<file path="config.mk">
export PLATFORM = sky130hd
export DESIGN_NAME = case_restore_stream
export DESIGN_NICKNAME = d
export VERILOG_FILES = /design/src/rtl/case_restore_stream.sv
export SDC_FILE = /design/constraint.sdc
export NUM_CORES = 1
export LEC_CHECK = 0
export CORE_MARGIN = 2
export CORE_UTILIZATION = 55
export DETAILED_ROUTE_END_ITERATION = 8
export DONT_BUFFER_PORTS = 1
export PLACE_DENSITY = 0.8
export SYNTH_ARGS = -nofsm -noshare
export SYNTH_HDL_FRONTEND = slang
export SYNTH_SLANG_ARGS = --single-unit
</file>
<file path="constraint.sdc">
create_clock -name clk -period 2.4 [get_ports clk]
set_input_delay 0.36 -clock clk [delete_from_list [all_inputs] [get_ports clk]]
set_output_delay 0.36 -clock clk [all_outputs]
set_load 0.05 [all_outputs]
</file>
<file path="src/rtl/case_restore_stream.sv">
// Restores original ASCII characters from (converted char, cap flag) pairs.
// Results queue in a small FIFO; inconsistent pairs are flagged and counted.
module case_restore_stream #(
  parameter int DEPTH = 4,
  parameter int CNT_W = 16
) (
  input  logic                       clk,
  input  logic                       rst_n,
  input  logic                       in_valid,
  output logic                       in_ready,
  input  logic [7:0]                 in_char,
  input  logic                       in_cap,
  output logic                       out_valid,
  input  logic                       out_ready,
  output logic [7:0]                 out_char,
  output logic                       out_err,
  output logic [$clog2(DEPTH):0]     fifo_level,
  output logic [CNT_W-1:0]           letter_cnt,
  output logic [CNT_W-1:0]           err_cnt
);

  localparam int AW = $clog2(DEPTH);
  localparam int LW = AW + 1;

  logic [8:0]    mem [DEPTH];
  logic [AW-1:0] wr_ptr;
  logic [AW-1:0] rd_ptr;
  logic [AW-1:0] rd_ptr_next;
  logic [LW-1:0] level;
  logic          ready_en;
  logic [8:0]    head_reg;
  logic [8:0]    head_next;
  logic          head_load;

  logic       accept;
  logic       pop;
  logic       is_upper;
  logic       is_lower;
  logic       is_letter;
  logic [7:0] restored;
  logic       err;

  assign in_ready   = ready_en && (level < LW'(DEPTH));
  assign out_valid  = (level != '0);
  assign accept     = in_valid && in_ready;
  assign pop        = out_valid && out_ready;
  assign fifo_level = level;
  assign out_char   = head_reg[7:0];
  assign out_err    = head_reg[8];

  always_comb begin
    is_upper  = (in_char >= 8'h41) && (in_char <= 8'h5A);
    is_lower  = (in_char >= 8'h61) && (in_char <= 8'h7A);
    is_letter = is_upper || is_lower;
    restored  = in_char;
    err       = in_cap;
    if (is_upper) begin
      restored = in_cap ? in_char : in_char + 8'h20;
      err      = in_cap;
    end else if (is_lower) begin
      restored = in_cap ? in_char - 8'h20 : in_char;
      err      = !in_cap;
    end
  end

  // The head register must be reloaded whenever the entry it shows changes;
  // a write landing exactly at the new head position is bypassed in.
  always_comb begin
    rd_ptr_next = pop ? rd_ptr + 1'b1 : rd_ptr;
    head_load   = pop ? ((level > LW'(1)) || accept) : (accept && (level == '0));
    if (accept && (wr_ptr == rd_ptr_next)) begin
      head_next = {err, restored};
    end else begin
      head_next = mem[rd_ptr_next];
    end
  end

  always_ff @(posedge clk) begin
    if (accept) begin
      mem[wr_ptr] <= {err, restored};
    end
  end

  always_ff @(posedge clk or negedge rst_n) begin
    if (!rst_n) begin
      wr_ptr   <= '0;
      rd_ptr   <= '0;
      level    <= '0;
      ready_en <= 1'b0;
      head_reg <= '0;
    end else begin
      ready_en <= 1'b1;
      rd_ptr   <= rd_ptr_next;
      if (accept) begin
        wr_ptr <= wr_ptr + 1'b1;
      end
      if (head_load) begin
        head_reg <= head_next;
      end
      if (accept && !pop) begin
        level <= level + 1'b1;
      end else if (pop && !accept) begin
        level <= level - 1'b1;
      end
    end
  end

  // Statistics saturate at all-ones rather than wrapping.
  always_ff @(posedge clk or negedge rst_n) begin
    if (!rst_n) begin
      letter_cnt <= '0;
      err_cnt    <= '0;
    end else if (accept) begin
      if (is_letter && !err && (letter_cnt != '1)) begin
        letter_cnt <= letter_cnt + 1'b1;
      end
      if (err && (err_cnt != '1)) begin
        err_cnt <= err_cnt + 1'b1;
      end
    end
  end

endmodule
</file>
==> impl_metrics.tcl <==
set metrics [dict create \
    maxSlewViolCount 0 \
    start_kind "flop" \
    holdWs_ps 104.6 \
    path_cells "inv_2 > ha_2 > nand2b_4 > and2_4 > xnor2_4 > inv_2 > a31oi_4 > o21ai_0 > o22a_1" \
    cts_tree "built" \
    synth.area.mux_share_pct 5.443 \
    antenna_found_initial 0 \
    rsz0062_at_grt "no" \
    routed_wirelength_um 8497 \
    grt_overflow 0 \
    synthXorXnorAreaFrac_pct 9.314 \
    initialDrtViolationCount 170 \
    worstSkewPairLatency_ps 350 \
    diodes 0 \
    dr.pass1.iters 4 \
    dp_hpwl_um 6164 \
    postRouteAntennaNets 0 \
    crit_required_ps 2640 \
    viasPerCell 5.734 \
    synth-simple-area-share_pct 15.30 \
    yosys-top-cells-area "dfrtp_1 (30%), edfxtp_1 (26%), xnor2_1 (4.7%)" \
    die-area_mm2 0.008233 \
    synth_top_family_by_area "simple AND/OR/NAND/NOR gates" \
    p_per_area_mw_per_mm2 1054 \
    chipWidth_um 90.74 \
    synth_compound_area_share_pct 7.650 \
    max_stage_delay_ps 420 \
    vias 2712 \
    syn_inst 320 \
    place_congestion 0.8738 \
    post_cts_buffers 0 \
    clk_pin_slew_ps 80 \
    drv_cap 0 \
    skew_ps 9.078 \
    irDropWorstVdd_v 0.0006703 \
    drive_gt1_share_pct 23.80 \
    routedWlPerCell_um 17.96 \
    fin_setup_tns_ps 0 \
    io_pins 59 \
    relSlewSlack_pct 56.43 \
    seq_area_frac_synth_pct 55.76 \
    ys_seq_elements 85 \
    critPathSlowestCell "dfrtp_2" \
    synthFlopType "dfrtp_1" \
    cpMostUsedCell "inv_2" \
    initial_utilization_pct 57.05 \
    grt_usage_pct 22.17 \
    async_flop_share_pct 57.65 \
    yosys.area_share.adder_pct 3.931 \
    grt_pass1_wl_um 14090 \
    syn_to_final_growth_pct 15.27 \
    synth_fp_nets 346 \
    crit_type "reg -> reg" \
    rows 31 \
    grt_start_max_net_pins 50 \
    reg_top3 "mem (36), err_cnt (16), letter_cnt (16)" \
    finalCritPeriodShare_pct 92.15 \
    worst_ep_arrival_time_ps 2450 \
    p_leak_nw 2.028 \
    worst_setup_path_end_kind "flop" \
    cts_buffers 9 \
    synth_top_cell_by_area "dfrtp_1" \
    synthesis.area_mm2 0.004138 \
    yosysUniqueCellTypes 62 \
    largest_reg_flops 36 \
    route.detailed.drc 0 \
    cp_max_fo 9 \
    tightest_slew_ps 647.6 \
    top_register "mem" \
    yosysWarningCount 0 \
    grt_pass1_vias 2818 \
    status "complete, no violations" \
    cts_buffer_depth 2 \
    clock-sinks 85 \
    core_mm2 0.007253 \
    htreeDepth 3 \
    avgSynthCellArea_um2 12.93 \
    setup_viol 0 \
    finalCriticalPeriod_ps 2212 \
    synth-edff-count 36 \
    cts_root_buf "clkbuf_8" \
    synth_top_area_share_pct 29.63 \
    hold_viol 0 \
    die_y_um 90.74 \
    hp-class "in -> reg" \
    fmax_mhz 452.2 \
    nets 396 \
    port-buffer-count 0 \
]
[layer usage]
layer / GRT usage [%] / routed length [um]
met1: 27.64 / 3369
met2: 36.57 / 4441
met4: 10.26 / 104
met5: 0 / 0
met3: 5.426 / 581
[power by group]
part | leakage (nW) | internal [W] | switching (W)
sequential | 0.957 | 0.00176 | 0.000414
clock | 0.0870 | 0.000475 | 0.000487
combinational | 0.984 | 0.000744 | 0.00115
total | 2.03 | 0.00297 | 0.00206
[kinds of logic after synthesis]
kind of cell    Yosys count
xor+xnor                 38
mux                      14
buf+inv                  20
flops                    85
other cells               1
compound gates           41
fa+ha+maj                13
simple gates            108
[cell usage in the layout, fill, tap and decap left out, types with 2 or more instances in the layout]
cell type,netlist,layout
o211ai_1,3,3
nand3_2,6,6
xor2_1,12,12
ha_1,13,12
clkbuf_1,3,2
nor3_1,5,5
nor2_1,12,12
a211oi_1,4,4
mux2i_1,6,6
nand3_1,8,8
edfxtp_1,36,36
o21ai_0,7,7
and3_1,10,10
mux4_1,5,5
dfrtp_1,49,47
dfrtp_2,0,2
inv_2,1,3
nand2_1,27,27
and2_1,3,3
nor4_1,8,7
xnor2_4,2,2
a31oi_1,8,8
nor2b_1,2,2
a21oi_1,2,2
nand4_1,11,11
and4_1,4,4
nand3b_1,2,2
mux2_2,2,2
buf_4,1,44
o31ai_1,2,2
inv_1,11,9
clkbuf_8,0,9
xnor2_1,22,22
[final cells by class]
cell class              count  area, um2
inverters                  13      51.30
well taps                  99      123.9
multi-input cells         215       1735
flip-flops and latches     85       2310
clock buffers              11      131.4
repair buffers             46      367.9
clock inverters             4      50.05
fillers                   556       2484
[final timing paths]
check                               from            end  slack [ps]  depth (start not counted)
max in group asynchronous          rst_n  fifo_level[1]        1660                          2
setup / recovery           fifo_level[1]    head_reg[8]         190                          9
hold reg to reg                wr_ptr[0]      wr_ptr[0]         610                          2
hold / removal                in_char[3]      mem[1][3]         100                          0
setup reg to reg           fifo_level[1]    head_reg[8]         190                          9
min in group asynchronous          rst_n  letter_cnt[3]         510                          2
[repair_timing]
item                                    CTS  global route
hold buffers                              2             0
hold endpoints to repair                 49             0
gates resized for setup                   0             1
endpoints found under the setup margin    0             3
[cells in the mapped netlist (all sizes together), types with 2 or more instances]
| cell | n |
|---|---|
| xor2 | 13 |
| o31ai | 2 |
| buf | 4 |
| edfxtp | 36 |
| mux2i | 6 |
| and4 | 4 |
| mux2 | 3 |
| a21oi | 3 |
| mux4 | 5 |
| o211ai | 4 |
| nand4 | 12 |
| dfrtp | 49 |
| nor2 | 12 |
| ha | 13 |
| nor2b | 2 |
| nor3 | 5 |
| nand2b | 2 |
| and3 | 10 |
| and2 | 4 |
| nand2 | 28 |
| nor4 | 8 |
| a31oi | 9 |
| clkbuf | 3 |
| o21ai | 7 |
| inv | 13 |
| a211oi | 5 |
| xnor2 | 25 |
| nand3b | 2 |
| nand3 | 14 |
[through the flow]
step                setup WS (ps)  total power (W)  cell area (um2)  utilization [%]  std cells
floorplan                  -33.94         0.003594             4143                -        320
global placement            175.5         0.003999             4544            62.65        456
detailed placement          121.2         0.004078             4544            62.65        456
CTS                         160.7         0.005066             4763            65.67        473
global route                26.32         0.005306             4770            65.76        473
finish                      188.5         0.005029             4770            65.76        473
[critical path, delay by kind of cell (launching register included)]
| kind | cells | cell delay [ps] |
|---|---|---|
| compound gates | 3 | 650 |
| buf+inv | 2 | 210 |
| simple gates | 2 | 270 |
| fa+ha+maj | 1 | 210 |
| xor+xnor | 1 | 340 |
| flops | 1 | 420 |
Power figures use the tool's default switching activity.
